$ cat src/rtl/iiitb_brg_pkg.sv
// Shared constants for the programmable baud-rate generator.
// Optional fractional divider is enabled with `define BRG_FRAC_EN.
package iiitb_brg_pkg;

   localparam int BRG_DIV_W       = 16;
   localparam int BRG_OVS         = 16;
   localparam int BRG_DEFAULT_DIV = 27;
   localparam int BRG_FRAC_W      = 4;

   // Width of the oversample sub-counter (counts 0..ovs-1)
   function automatic int sub_width(input int ovs);
      return (ovs <= 2) ? 1 : $clog2(ovs);
   endfunction

   localparam int BRG_SUB_W = sub_width(BRG_OVS);

endpackage

$ cat src/rtl/iiitb_brg_divider.sv
// Oversample divider: os_cnt, shadow/active divisor, optional fractional
// accumulator (`define BRG_FRAC_EN), registered os_tick.
module iiitb_brg_divider
   import iiitb_brg_pkg::*;
#(
   parameter int DIV_W       = BRG_DIV_W,
   parameter int FRAC_W      = BRG_FRAC_W,
   parameter int DEFAULT_DIV = BRG_DEFAULT_DIV
) (
   input  logic              clk,
   input  logic              reset,
   input  logic              en,
   input  logic              sync,
   input  logic              div_load,
   input  logic [DIV_W-1:0]  div_int,
   input  logic [FRAC_W-1:0] div_frac,
   output logic              cfg_pending,
   output logic              os_tick
);

   logic [DIV_W-1:0] os_cnt;
   logic [DIV_W-1:0] active_div;
   logic [DIV_W-1:0] shadow_div;
   logic [DIV_W-1:0] new_div;
   logic [DIV_W-1:0] term;
   logic             run;
   logic             at_term;
   logic             apply;
   logic             stretch;

`ifdef BRG_FRAC_EN
   logic [FRAC_W-1:0] active_frac;
   logic [FRAC_W-1:0] shadow_frac;
   logic [FRAC_W-1:0] new_frac;
   logic [FRAC_W-1:0] frac_acc;
   logic [FRAC_W:0]   acc_sum;

   assign new_frac = div_load ? div_frac : shadow_frac;
   assign acc_sum  = {1'b0, frac_acc} + {1'b0, active_frac};
`else
   logic unused_frac;

   assign unused_frac = ^div_frac;
   assign stretch     = 1'b0;
`endif

   assign new_div = div_load ? div_int : shadow_div;
   assign run     = en && (active_div != '0);
   // stretch adds one clock to the period after an accumulator carry
   assign term    = active_div - DIV_W'(1) + {{(DIV_W-1){1'b0}}, stretch};
   assign at_term = (os_cnt >= term);

   // Decide when the shadow (or a coincident load) becomes the active divisor:
   // at a wrap, whenever the generator is stalled, or together with sync.
   always_comb begin
      apply = 1'b0;
      if (sync) begin
         apply = div_load;
      end else if (!run || at_term) begin
         apply = div_load || cfg_pending;
      end
   end

   // Counter, divisor registers and tick generation
   always_ff @(posedge clk) begin
      if (!reset) begin
         os_cnt      <= '0;
         active_div  <= DIV_W'(DEFAULT_DIV);
         shadow_div  <= DIV_W'(DEFAULT_DIV);
         cfg_pending <= 1'b0;
         os_tick     <= 1'b0;
`ifdef BRG_FRAC_EN
         active_frac <= '0;
         shadow_frac <= '0;
         frac_acc    <= '0;
         stretch     <= 1'b0;
`endif
      end else begin
         os_tick <= 1'b0;

         if (div_load) begin
            shadow_div <= div_int;
`ifdef BRG_FRAC_EN
            shadow_frac <= div_frac;
`endif
         end

         if (apply) begin
            active_div  <= new_div;
            cfg_pending <= 1'b0;
`ifdef BRG_FRAC_EN
            active_frac <= new_frac;
`endif
         end else if (div_load) begin
            cfg_pending <= 1'b1;
         end

         if (sync) begin
            os_cnt <= '0;
`ifdef BRG_FRAC_EN
            frac_acc <= '0;
            stretch  <= 1'b0;
`endif
         end else if (run) begin
            if (at_term) begin
               os_cnt  <= '0;
               os_tick <= 1'b1;
`ifdef BRG_FRAC_EN
               frac_acc <= acc_sum[FRAC_W-1:0];
               stretch  <= acc_sum[FRAC_W];
`endif
            end else begin
               os_cnt <= os_cnt + DIV_W'(1);
            end
         end
      end
   end

endmodule

$ cat src/rtl/iiitb_brg_prog.sv
// Programmable baud-rate generator top: oversample sub-counter, baud tick,
// 50% baud clock, en/sync gating. Fractional divisor with `define BRG_FRAC_EN.
module iiitb_brg_prog
   import iiitb_brg_pkg::*;
#(
   parameter int DIV_W       = BRG_DIV_W,
   parameter int OVS         = BRG_OVS,
   parameter int DEFAULT_DIV = BRG_DEFAULT_DIV,
   parameter int FRAC_W      = BRG_FRAC_W
) (
   input  logic              clk,
   input  logic              reset,
   input  logic              en,
   input  logic              sync,
   input  logic              div_load,
   input  logic [DIV_W-1:0]  div_int,
   input  logic [FRAC_W-1:0] div_frac,
   output logic              cfg_pending,
   output logic              os_tick,
   output logic              baud_tick,
   output logic              baud_clk
);

   localparam int SUB_W = sub_width(OVS);

   logic             os_raw;
   logic [SUB_W-1:0] sub_cnt;

   iiitb_brg_divider #(
      .DIV_W       (DIV_W),
      .FRAC_W      (FRAC_W),
      .DEFAULT_DIV (DEFAULT_DIV)
   ) u_divider (
      .clk         (clk),
      .reset       (reset),
      .en          (en),
      .sync        (sync),
      .div_load    (div_load),
      .div_int     (div_int),
      .div_frac    (div_frac),
      .cfg_pending (cfg_pending),
      .os_tick     (os_raw)
   );

   // A tick registered just before en dropped must not escape while frozen
   assign os_tick   = os_raw && en;
   assign baud_tick = os_tick && (sub_cnt == SUB_W'(OVS-1));

   // Oversample sub-counter and baud clock phase
   always_ff @(posedge clk) begin
      if (!reset) begin
         sub_cnt  <= '0;
         baud_clk <= 1'b0;
      end else if (sync) begin
         sub_cnt  <= '0;
         baud_clk <= 1'b0;
      end else if (os_tick) begin
         sub_cnt <= (sub_cnt == SUB_W'(OVS-1)) ? '0 : sub_cnt + SUB_W'(1);
         if (sub_cnt == SUB_W'(OVS/2-1)) begin
            baud_clk <= 1'b1;
         end else if (sub_cnt == SUB_W'(OVS-1)) begin
            baud_clk <= 1'b0;
         end
      end
   end

endmodule

$ cat config.mk
export PLATFORM = sky130hd
export DESIGN_NAME = iiitb_brg_prog
export DESIGN_NICKNAME = d
export VERILOG_FILES = /design/src/rtl/iiitb_brg_pkg.sv /design/src/rtl/iiitb_brg_divider.sv /design/src/rtl/iiitb_brg_prog.sv
export SDC_FILE = /design/constraint.sdc
export NUM_CORES = 1
export LEC_CHECK = 0
export BUFFER_PORTS_ARGS = -buffer_cell sky130_fd_sc_hd__buf_4
export CORE_ASPECT_RATIO = 0.5
export CORE_MARGIN = 2
export CORE_UTILIZATION = 60
export DETAILED_ROUTE_END_ITERATION = 7
export GPL_TIMING_DRIVEN = 0
export PLACE_DENSITY_LB_ADDON = 0.25
export SETUP_SLACK_MARGIN = 0.1
export SYNTH_ARGS = -nofsm -noshare
export SYNTH_HDL_FRONTEND = slang
export SYNTH_HIERARCHICAL = 1
export SYNTH_SLANG_ARGS = --single-unit
$ cat constraint.sdc
create_clock -name clk -period 5.2 [get_ports clk]
set_input_delay 0.78 -clock clk [delete_from_list [all_inputs] [get_ports clk]]
set_output_delay 0.78 -clock clk [all_outputs]
set_load 0.01 [all_outputs]
# Word level (Yosys, flattened, before mapping)
# Cells that the tools add are included.
[word_totals] regBits=55 in_bits=25 out_inout_bits=4 wordCells=35
[op_classes] n_addsub=3 order_cmp=1 eq_ne=2 n_mux=8 bitwise_logic=2 n_reduce_logical=12
[op_table] operator="2-to-1 mux 16 bit" count=2
[op_table] operator="adder 16 x 1 -> 16 bit (second input constant)" count=1
[op_table] operator="greater-or-equal comparator 16 bit" count=1
[op_table] operator="nonzero test 16 bit" count=1
[op_table] operator="subtractor 16 x 1 -> 16 bit (second input constant)" count=1
[op_table] operator="2-to-1 mux 1 bit" count=5
[op_table] operator="adder 4 x 1 -> 4 bit (second input constant)" count=1
[op_table] operator="equality test 4 x 3 -> 1 bit (second input constant)" count=1
[op_table] operator="equality test 4 bit (second input constant)" count=1
[op_table] operator="2-to-1 mux 4 bit" count=1
[op_table] operator="OR reduction 2 bit" count=2
[op_table] operator="logical AND 1 bit" count=3
[op_table] operator="OR reduction 3 bit" count=1
[op_table] operator="logical OR 1 bit" count=2
[op_table] operator="NOT 1 bit" count=2
[op_table] operator="AND reduction 2 bit" count=1
[op_table] operator="nonzero test 2 bit" count=1
[op_table] operator="zero test 1 bit" count=1

# Depth between registers and ports, before layout
# Gate-level depths: netlist of run 1.
[depth] depth_word=7 ltp_mapped=14

# By module
# The synthesis of run 1 kept the hierarchy.
[by_module_without_submodules] module="iiitb_brg_divider" instances=1 cells_per_inst=286 area_per_inst_um2=2610.0
[by_module_without_submodules] module="iiitb_brg_prog" instances=1 cells_per_inst=29 area_per_inst_um2=241.5

# Worst setup path after synthesis of run 1
# OpenSTA, ideal clock, no wires.
[synth_timing] kind="register to register" from="register u_divider.active_div[0]" to="register u_divider.os_cnt[5]" arrival_ns=3.155 slack_ns=1.971 path_stages_with_launch=15 n_path_buf=1 cell_sequence="dfxtp_1 inv_1 ha_1 nor4b_1 nand2_1 nor4_1 xnor2_1 ha_1 a211o_1 o211ai_2 o21ai_0 or3_4 buf_6 or4_1 a31oi_1"
[synth_via] elab_chain_cells=3 elab_cells_between_ends=5 cone_classes="add/sub: 1; order compare: 1; mux: 1; reduce/logical: 2"
[synth_lines] element="start, declared" line="iiitb_brg_divider.sv:22" source="logic [DIV_W-1:0] active_div;"
[synth_lines] element="start signal, assigned" line="iiitb_brg_divider.sv:68" source="active_div <= DIV_W'(DEFAULT_DIV);"
[synth_lines] element="start signal, assigned" line="iiitb_brg_divider.sv:89" source="active_div <= new_div;"
[synth_lines] element="subtractor 16 x 1 -> 16 bit" line="iiitb_brg_divider.sv:50" source="assign term = active_div - DIV_W'(1) + {{(DIV_W-1){1'b0}}, stretch};"
[synth_lines] element="greater-or-equal comparator 16 bit" line="iiitb_brg_divider.sv:51" source="assign at_term = (os_cnt >= term);"
[synth_lines] element="2-to-1 mux 16 bit" line="iiitb_brg_divider.sv:105" source="if (at_term) begin"
[synth_lines] element="end signal, assigned" line="iiitb_brg_divider.sv:113" source="os_cnt <= os_cnt + DIV_W'(1);"
[synth_lines] element="end, declared" line="iiitb_brg_divider.sv:21" source="logic [DIV_W-1:0] os_cnt;"
# Parallel ways exist; a longest one is shown, timed or not.
# A chain may end at the register's enable or synchronous reset.

# Worst setup path after layout of run 1
[layout_timing] from="register u_divider.active_div[0]" to="register u_divider.active_div[6]"
[layout_via] elab_chain_cells=6 elab_cells_between_ends=8 cone_classes="add/sub: 1; order compare: 1; mux: 2; reduce/logical: 4"
[layout_lines] element="branches (longest 3 deep; another with subtractor 16 x 1 -> 16 bit)"
[layout_lines] element="logical OR 1 bit *" line="iiitb_brg_divider.sv:59" source="end else if (!run || at_term) begin"
[layout_lines] element="2-to-1 mux 1 bit *" line="iiitb_brg_divider.sv:59"
[layout_lines] element="2-to-1 mux 1 bit *" line="iiitb_brg_divider.sv:57" source="if (sync) begin"
# Mark *: on every way between the ends.

==> flow_summary.yaml, run 1 <==
run_status:
  outcome: "complete, no violations"
global_route:
  pin_count_of_the_biggest_net_entering_global_routing: 18
  global_route.overflow_total: 0
  track_usage: 0.254
  grt_antenna_before_repair: 0
  via_count_of_the_first_global_routing_pass: 2268
  grt_pass1_wl_mm: 10.4
sta:
  setup_repair_after_global_routing_missed_its_margin: "false"
  worstMarginPinSlew_ns: 0.693
  holdWs_ns: 0.504
  setup-tns-final_ns: 0
  final.min_clock_period_ns: 3.98
  timing_hold_violations_final: 0
  finalClockSkew_ns: 0.00821
  layout_worst_path_cycle_share: 0.765
  fmax_mhz: 251
  slew_limit_fails: 0
  worst_slew_margin_rel: 0.538
  setup_viol: 0
drt:
  viasPerCell: 5.94
  routed-via-count: 2447
  wire_per_inst_um: 15.1
  wirelength_mm: 6.24
  drt.antenna.violating_nets: 0
  post-route-drc-count: 0
  detail_route.iter0.violations: 119
  drt_first_pass_iters: 5
clock_tree:
  cts_tree: "built"
  buffer_count_from_post_cts_setup_fixing: 0
  root_buffer: "clkbuf_8"
  cts_hold_buf: 0
  clock_tree.buffer_depth: 2
  cts_sinks: 55
  cts.repair.resized: 0
  clkSlewWorstSetupHoldPaths_ns: 0.10
  worstSkewPairLatency_ns: 0.31
  cts_buffers: 5
  htree_depth: 2
power_and_ir_drop:
  power_leakage_nw: 1.26
  power.density_cell_area_nw_per_um2: 258
  power.total_mw: 0.830
  ir_drop_uv: 205
die:
  rows: 17
  floorplan.core_area_um2: 4490
  pin_count: 29
  floorplan.die.height_um: 52.7
  fp.dieArea_um2: 5350
  initial_utilization: 0.635
  die-width_um: 101
synth:
  synth_top_family_by_area: "simple AND/OR/NAND/NOR gates"
  synth_area_per_cell_um2: 9.05
  synthesis.yosys.warnings: 6
  yosysSeqAreaShare: 0.386
  post_synth_most_frequent_cells: "dfxtp_1, nand2_1, nor2_1"
  synth.mux.area_fraction: 0.0562
  asyncSetResetFlopFracSynth: 0
  area_fraction_in_compound_gates_after_synthesis: 0.154
  number_of_register_bits_inferred_by_synthesis: 55
  synth_xor_xnor_area_share: 0.0553
  syn-num-nets: 359
  post_synth_inst_count: 315
  most_common_cell_in_the_synthesized_netlist: "dfxtp_1"
  synth-edff-count: 0
  fraction_of_post_synthesis_cell_area_in_the_top_cell_type_by_area: 0.386
  yosys-top-cells-area: "dfxtp_1, ha_1, mux2i_1"
  ys.flop_type: "dfxtp_1"
  synth.lib_cells_used.distinct: 45
  synthesis.area_um2: 2850
  synth_simple_gate_area_frac: 0.234
  post_synthesis_adder_cell_area_fraction: 0.0834
  synth_largest_area_cell: "dfxtp_1"
setup_path:
  slowest_delay_ns: 0.57
  crit_path_top_delay_cell: "nor4b_1"
  crit_chain: "inv_1 -> ha_1 -> nor4b_1 -> nand2_1 -> nor4_1 -> xnor2_1 -> ha_1 -> nand4_1 -> nor3_1 -> nor4b_1 -> nor3_2 -> a31o_2 -> clkbuf_1 -> o2bb2ai_1"
  startpoint_kind_of_the_worst_setup_timing_path: "register"
  path_max_fanout: 10
  critical-path-top-delay-family: "simple AND/OR/NAND/NOR gates"
  setup.worst_path.end_class: "register"
  path_class: "register to register"
  worst-path-buf-inv: 2
  worst-endpoint-required_ns: 5.43
  cp_data_arrival_time_ns: 4.21
  reg2reg_slack_ns: 1.22
finish:
  filler_cell_count: 346
  area.sequential_um2: 1100
  num_antenna_cells: 0
  area_growth_pct: 12.9
  layout-drive-gt1-share: 0.124
  design.final.nets: 389
  final_util: 0.717
  multiInputGateArea_um2: 1660
  stdcell_area_um2: 3220
placed_design:
  place.detailed.hpwl_mm: 4.71
  post_dp_cell_area_um2: 3110
  finalWeightedCongestion: 0.801
  placement.io_buffers: 23
min_path:
  min_path_type: "register to register"
flow_run:
  maxCapViolations: 0
[worst paths after layout]
| path | cells after the start | endpoint | startpoint |
|---|---|---|---|
| min reg2reg | 2 | sub_cnt[1] | sub_cnt[1] |
| max | 14 | u_divider/active_div[6] | u_divider/active_div[0] |
| max reg2reg | 14 | u_divider/active_div[6] | u_divider/active_div[0] |
| min | 2 | sub_cnt[1] | sub_cnt[1] |
[power by group]
part           total, mW  internal, mW  switching (mW)
Sequential         0.450         0.437          0.0125
Combinational     0.0957        0.0430          0.0527
Clock              0.285         0.146           0.139
[cell families after synthesis]
kind of cell	after synthesis
simple gates	129
compound gates	58
flops	55
buf+inv	20
fa+ha+maj	19
xor+xnor	18
mux	16
[cell type report]
type / instances / share of cell area
plain buffers: 11 / 0.0163
clock buffers: 6 / 0.0226
clock inverters: 2 / 0.0121
inverters: 9 / 0.0105
multi-input cells: 240 / 0.517
flip-flops and latches: 55 / 0.342
well taps: 66 / 0.0257
repair buffers: 23 / 0.0537
[registers in the layout, indices dropped and copies added, names as in the netlist]
name / flops
u_divider/active_div: 16
u_divider/os_cnt: 16
u_divider/shadow_div: 16
sub_cnt: 4
baud_clk: 1
u_divider/cfg_pending: 1
u_divider/os_tick: 1
[placed cells by master (no fill, tap or decap), drive strengths merged, types with 2 or more instances in the layout]
| cell | instances |
|---|---|
| nand4 | 7 |
| a21o | 2 |
| nor3 | 9 |
| nand3b | 2 |
| xor2 | 4 |
| buf | 27 |
| a2bb2oi | 2 |
| a2111oi | 2 |
| nand3 | 19 |
| or3 | 3 |
| a21oi | 12 |
| nor4b | 2 |
| a22oi | 4 |
| nor4 | 5 |
| clkbuf | 13 |
| a31oi | 10 |
| nor2 | 25 |
| mux2i | 16 |
| nand2 | 36 |
| o21a | 3 |
| nand2b | 3 |
| dfxtp | 55 |
| xnor2 | 14 |
| ha | 19 |
| o2bb2ai | 12 |
| and3 | 3 |
| o21ai | 4 |
| inv | 10 |
| or4 | 9 |
| nand4b | 3 |
| and2 | 2 |
[stage by stage]
step | std cells | setup WS (ns)
finish | 412 | 1.22
global route | 412 | 0.929
CTS | 412 | 1.19
detailed placement | 404 | 1.21
global placement | 404 | 1.54
floorplan | 315 | 1.97
[worst min-delay path, cell delays in order (launching register included)]
cell and delay (ns):
dfxtp_1 0.35, nand2_1 0.06, a21oi_1 0.05
[routing by layer]
layer,track usage,up-vias,share of wire
met5,0,-,0
met4,0.0991,0,0.014
met3,0.0520,10,0.078
met2,0.407,97,0.44
met1,0.340,1114,0.47
li1,-,1226,-
No activity file was read; power rests on OpenSTA's default activity.
==> run 2: changes to the inputs <==
CORE_UTILIZATION = 58   (was 60)
clock period = 4 ns   (was 5.2 ns; I/O delays follow)
==> run 2 against run 1 <==
Net effect:
- sequential share of layout area decreased by 0.32 points
- worst setup slack got worse by 0.84 ns
- combinational power increased by 33%
- wire length increased by 3.0%
- register-to-register slack got worse by 0.84 ns
- maximum frequency increased by 10%
- via count increased by 1.3%
- design area increased by 0.93%
- global-route usage decreased by 0.50 points
- first-iteration DRC count increased by 22%
- clock power increased by 30%
- clock-buffer cell count unchanged
- critical path type unchanged
- largest power group unchanged
==> flow_summary.yaml, run 2 (synthesis results as in run 1) <==
run_status:
  outcome: "complete, no violations"
global_route:
  via_count_of_the_first_global_routing_pass: 2270
  global_route.overflow_total: 0
  track_usage: 0.249
  pin_count_of_the_biggest_net_entering_global_routing: 18
  grt_antenna_before_repair: 0
  grt_pass1_wl_mm: 10.5
drt:
  viasPerCell: 6.02
  drt_first_pass_iters: 5
  wirelength_mm: 6.43
  wire_per_inst_um: 15.6
  post-route-drc-count: 0
  detail_route.iter0.violations: 145
  routed-via-count: 2479
  drt.antenna.violating_nets: 0
finish:
  area_growth_pct: 13.9
  num_antenna_cells: 0
  layout-drive-gt1-share: 0.130
  filler_cell_count: 349
  multiInputGateArea_um2: 1690
  stdcell_area_um2: 3250
  biggestRegsByFlops: "u_divider/active_div: 16 flops, u_divider/os_cnt: 16 flops, u_divider/shadow_div: 16 flops"
  final_common_cell: "dfxtp_1"
  area.sequential_um2: 1100
  final_util: 0.714
  design.final.nets: 389
  top_library_cells_by_usage_in_the_layout_fill_and_taps_aside: "dfxtp_1, nand2_1, nor2_1"
min_path:
  min_path_type: "register to register"
  holdPathStages: 2
  hold_path_end: "u_divider/shadow_div[1]"
  start_point_of_the_worst_hold_path: "u_divider/shadow_div[1]"
placed_design:
  finalWeightedCongestion: 0.782
  place.detailed.hpwl_mm: 4.87
  post_dp_cell_area_um2: 3110
  placement.io_buffers: 23
sta:
  setup_repair_after_global_routing_missed_its_margin: "false"
  slew_limit_fails: 0
  final.min_clock_period_ns: 3.62
  setup_viol: 0
  worst_slew_margin_rel: 0.548
  finalClockSkew_ns: 0.00964
  setup-tns-final_ns: 0
  worstMarginPinSlew_ns: 0.678
  fmax_mhz: 277
  timing_hold_violations_final: 0
  layout_worst_path_cycle_share: 0.904
clock_tree:
  root_buffer: "clkbuf_8"
  cts_buffers: 5
  clkSlewWorstSetupHoldPaths_ns: 0.10
  cts_sinks: 55
  htree_depth: 2
  cts_tree: "built"
  buffer_count_from_post_cts_setup_fixing: 0
  clock_tree.buffer_depth: 2
  worstSkewPairLatency_ns: 0.31
power_and_ir_drop:
  power.density_cell_area_nw_per_um2: 333
  power_leakage_nw: 1.26
  power.total_mw: 1.08
  ir_drop_uv: 220
setup_path:
  path_class: "register to register"
  reg2reg_slack_ns: 0.38
  cp_data_arrival_time_ns: 3.85
  reg2regPathDepth: 12
  reg2reg_to: "u_divider/active_div[12]"
  worst-endpoint-required_ns: 4.24
  startpoint_kind_of_the_worst_setup_timing_path: "register"
  crit-reg2reg-launch: "u_divider/active_div[5]"
  setup.worst_path.end_class: "register"
  path_max_fanout: 10
die:
  fp.dieArea_um2: 5530
  initial_utilization: 0.626
  pin_count: 29
  floorplan.die.height_um: 53.6
  rows: 17
  die-width_um: 103
  floorplan.core_area_um2: 4550
flow_run:
  maxCapViolations: 0
## run 2: worst max-delay path, stage by stage (launching register included)
cell and delay [ns]:
dfxtp_1 0.38, nor4_1 0.54, nand2_1 0.20, nor3_1 0.30
xnor2_1 0.13, ha_1 0.32, nand4_1 0.11, nor3_1 0.29
nor4b_2 0.40, nor3_4 0.12, a31o_2 0.30, clkbuf_1 0.23
o2bb2ai_1 0.22
## run 2: final cells by class
cell class / instances / area share
Clock buffer: 6 / 0.0223
Buffer: 11 / 0.0162
Tap cell: 66 / 0.0254
Clock inverter: 2 / 0.0119
Multi-Input combinational cell: 240 / 0.522
Timing Repair Buffer: 23 / 0.0532
Sequential cell: 55 / 0.339
Inverter: 9 / 0.0104
## run 2: repair_timing
action                     in CTS  in global routing
hold buffers                    0                  0
setup endpoints to repair       0                 34
gates resized for setup         0                  4
## run 2: per-stage QoR
step	cells	hold slack [ns]	setup slack, ns
2_1_floorplan	315	0.437	0.771
3_3_place_gp	404	0.458	0.332
3_5_place_dp	404	0.480	0.153
4_1_cts	412	0.505	0.127
5_1_grt	412	0.525	0.143
6_report	412	0.502	0.384
## run 2: worst max path at each step
stage	endpoint	from	cells past startpoint
floorplan	u_divider/os_cnt[5]	u_divider/active_div[0]	14
global placement	u_divider/active_div[11]	u_divider/active_div[0]	14
detailed placement	u_divider/active_div[12]	u_divider/active_div[0]	14
CTS	u_divider/active_div[7]	u_divider/active_div[0]	14
finish	u_divider/active_div[12]	u_divider/active_div[5]	12
global route	u_divider/active_div[12]	u_divider/active_div[5]	12
## run 2: per-layer routing
layer  up-vias  wire length (um)  GRT usage
li1       1218                 -          -
met1      1166              2980      0.334
met2        89              2950      0.419
met3         6               452     0.0506
met4         0                43     0.0680
met5         -                 0          0
## run 2: report_power, final
part	switching, mW	internal [mW]	leakage, nW
combinational	0.0699	0.0571	0.759
sequential	0.0170	0.568	0.449
clock	0.181	0.189	0.0558
==> run 3: changes to the inputs <==
CORE_ASPECT_RATIO = 1.5   (was 0.5)
HOLD_SLACK_MARGIN = 0.15   (was unset)
==> run 3 against run 2 <==
Net effect:
- largest power group unchanged
- via count is 2.5% lower
- worst setup slack better by 0.091 ns
- global-route usage is 2.1 points lower
- total power is 1.3% lower
- maximum frequency is 2.6% higher
- hold slack worse by 0.016 ns
- register-to-register slack better by 0.09 ns
- critical path type unchanged
- cell count is 0.24% lower
- wire length is 8.9% lower
- clock-buffer cell count is 1 lower
==> flow_summary.yaml, run 3 (synthesis results as in run 1) <==
run_status:
  outcome: "complete, no violations"
min_path:
  start_point_of_the_worst_hold_path: "u_divider/shadow_div[1]"
  hold_path_end: "u_divider/shadow_div[1]"
  holdPathStages: 2
  min_path_type: "register to register"
die:
  floorplan.core_area_um2: 4770
  initial_utilization: 0.598
  floorplan.die.height_um: 89.9
  rows: 31
  die-width_um: 61.3
  pin_count: 29
  fp.dieArea_um2: 5500
sta:
  worst_slew_margin_rel: 0.530
  layout_worst_path_cycle_share: 0.881
  worstMarginPinSlew_ns: 0.705
  final.min_clock_period_ns: 3.52
  finalClockSkew_ns: 0.00699
  setup-tns-final_ns: 0
  timing_hold_violations_final: 0
  setup_repair_after_global_routing_missed_its_margin: "false"
  slew_limit_fails: 0
  setup_viol: 0
  fmax_mhz: 284
placed_design:
  placement.io_buffers: 23
  post-place-cells: 404
  finalWeightedCongestion: 0.772
  place.detailed.hpwl_mm: 4.45
setup_path:
  setup.worst_path.end_class: "register"
  startpoint_kind_of_the_worst_setup_timing_path: "register"
  reg2reg_to: "u_divider/active_div[7]"
  crit-reg2reg-launch: "u_divider/active_div[0]"
  source_of_the_critical_timing_path: "u_divider/active_div[0]"
  slowest_delay_ns: 0.37
  critical-path-top-delay-family: "simple AND/OR/NAND/NOR gates"
  reg2regPathDepth: 14
  path_class: "register to register"
  cp_data_arrival_time_ns: 3.76
  reg2reg_slack_ns: 0.48
  cp_num_cells: 14
  path_max_fanout: 10
  worst-path-buf-inv: 2
  cp_common_cell: "ha_1"
  crit_chain: "inv_1 -> ha_1 -> nor4b_2 -> nand2_1 -> nor4_1 -> xnor2_1 -> ha_1 -> nand4_1 -> nor3_1 -> nor4b_4 -> nor3_4 -> a31o_2 -> clkbuf_1 -> o2bb2ai_1"
  worst-endpoint-required_ns: 4.23
  crit_path_top_delay_cell: "nor3_1"
drt:
  post-route-drc-count: 0
  wirelength_mm: 5.85
  viasPerCell: 5.88
  drt.antenna.violating_nets: 0
  detail_route.iter0.violations: 103
  routed-via-count: 2416
  wire_per_inst_um: 14.2
  drt_first_pass_iters: 4
clock_tree:
  worstSkewPairLatency_ns: 0.30
  cts_sinks: 55
  cts_hold_buf: 0
  htree_depth: 2
  clkSlewWorstSetupHoldPaths_ns: 0.09
  cts_buffers: 5
  root_buffer: "clkbuf_8"
  buffer_count_from_post_cts_setup_fixing: 0
  clock_tree.buffer_depth: 2
  cts_tree: "built"
finish:
  num_antenna_cells: 0
  layout-drive-gt1-share: 0.133
  top_library_cells_by_usage_in_the_layout_fill_and_taps_aside: "dfxtp_1, nand2_1, nor2_1"
  final_common_cell: "dfxtp_1"
  stdcell_count: 411
  filler_cell_count: 379
  biggestRegsByFlops: "u_divider/active_div: 16 flops, u_divider/os_cnt: 16 flops, u_divider/shadow_div: 16 flops"
  area_growth_pct: 14.3
  design.final.nets: 389
global_route:
  via_count_of_the_first_global_routing_pass: 2271
  grt_pass1_wl_mm: 9.93
  pin_count_of_the_biggest_net_entering_global_routing: 17
  track_usage: 0.228
  global_route.overflow_total: 0
  grt_antenna_before_repair: 0
power_and_ir_drop:
  power.density_cell_area_nw_per_um2: 328
  power_leakage_nw: 1.27
  ir_drop_uv: 332
flow_run:
  maxCapViolations: 0
-- run 3: tightest hold or removal path, stage by stage (launching register included) --
cell and delay, ns:
dfxtp_1 0.32, mux2i_1 0.08, nand2_1 0.07
-- run 3: cell type report --
| type | instances | area, um2 | area share |
|---|---|---|---|
| multi-input cells | 240 | 1710 | 0.525 |
| flip-flops and latches | 55 | 1100 | 0.338 |
| clock buffers | 5 | 68.8 | 0.0211 |
| inverters | 9 | 33.8 | 0.0104 |
| well taps | 66 | 82.6 | 0.0253 |
| clock inverters | 2 | 37.5 | 0.0115 |
| repair buffers | 23 | 173 | 0.0530 |
| plain buffers | 11 | 52.6 | 0.0161 |
-- run 3: where the power goes --
part	switching [mW]	leakage, nW	total (mW)	internal [mW]
clock	0.174	0.0502	0.357	0.183
combinational	0.0681	0.772	0.127	0.0588
sequential	0.0166	0.449	0.585	0.568
-- run 3: metrics by stage --
stage                util  total power, mW  area [um2]  worst slack (ns)  hold WS [ns]
floorplan               -            0.676        2850             0.771         0.437
global placement    0.651            0.714        3110             0.141         0.462
detailed placement  0.651            0.718        3110             0.127         0.464
CTS                 0.675             1.07        3220             0.159         0.489
global route        0.683             1.11        3260             0.117         0.496
finish              0.683             1.07        3260             0.476         0.486
-- run 3: worst max-delay path by stage --
stage                                     to  slack (ns)
global route        u_divider/active_div[11]        0.12
finish               u_divider/active_div[7]        0.48
floorplan                u_divider/os_cnt[5]        0.77
global placement    u_divider/active_div[12]        0.14
detailed placement  u_divider/active_div[11]        0.13
CTS                 u_divider/active_div[11]        0.16
-- run 3: per-layer routing --
metal | share of wire | routed length, um | up-vias | global-route usage
li1 | - | - | 1216 | -
met1 | 0.41 | 2430 | 1142 | 0.277
met2 | 0.53 | 3130 | 45 | 0.387
met3 | 0.029 | 170 | 13 | 0.0403
met4 | 0.021 | 125 | 0 | 0.0815
met5 | 0 | 0 | - | 0
-- run 3: timing repair --
action,CTS,global route
setup endpoints to repair,10,28
endpoints found under the hold margin,0,0
gates resized for setup,1,5
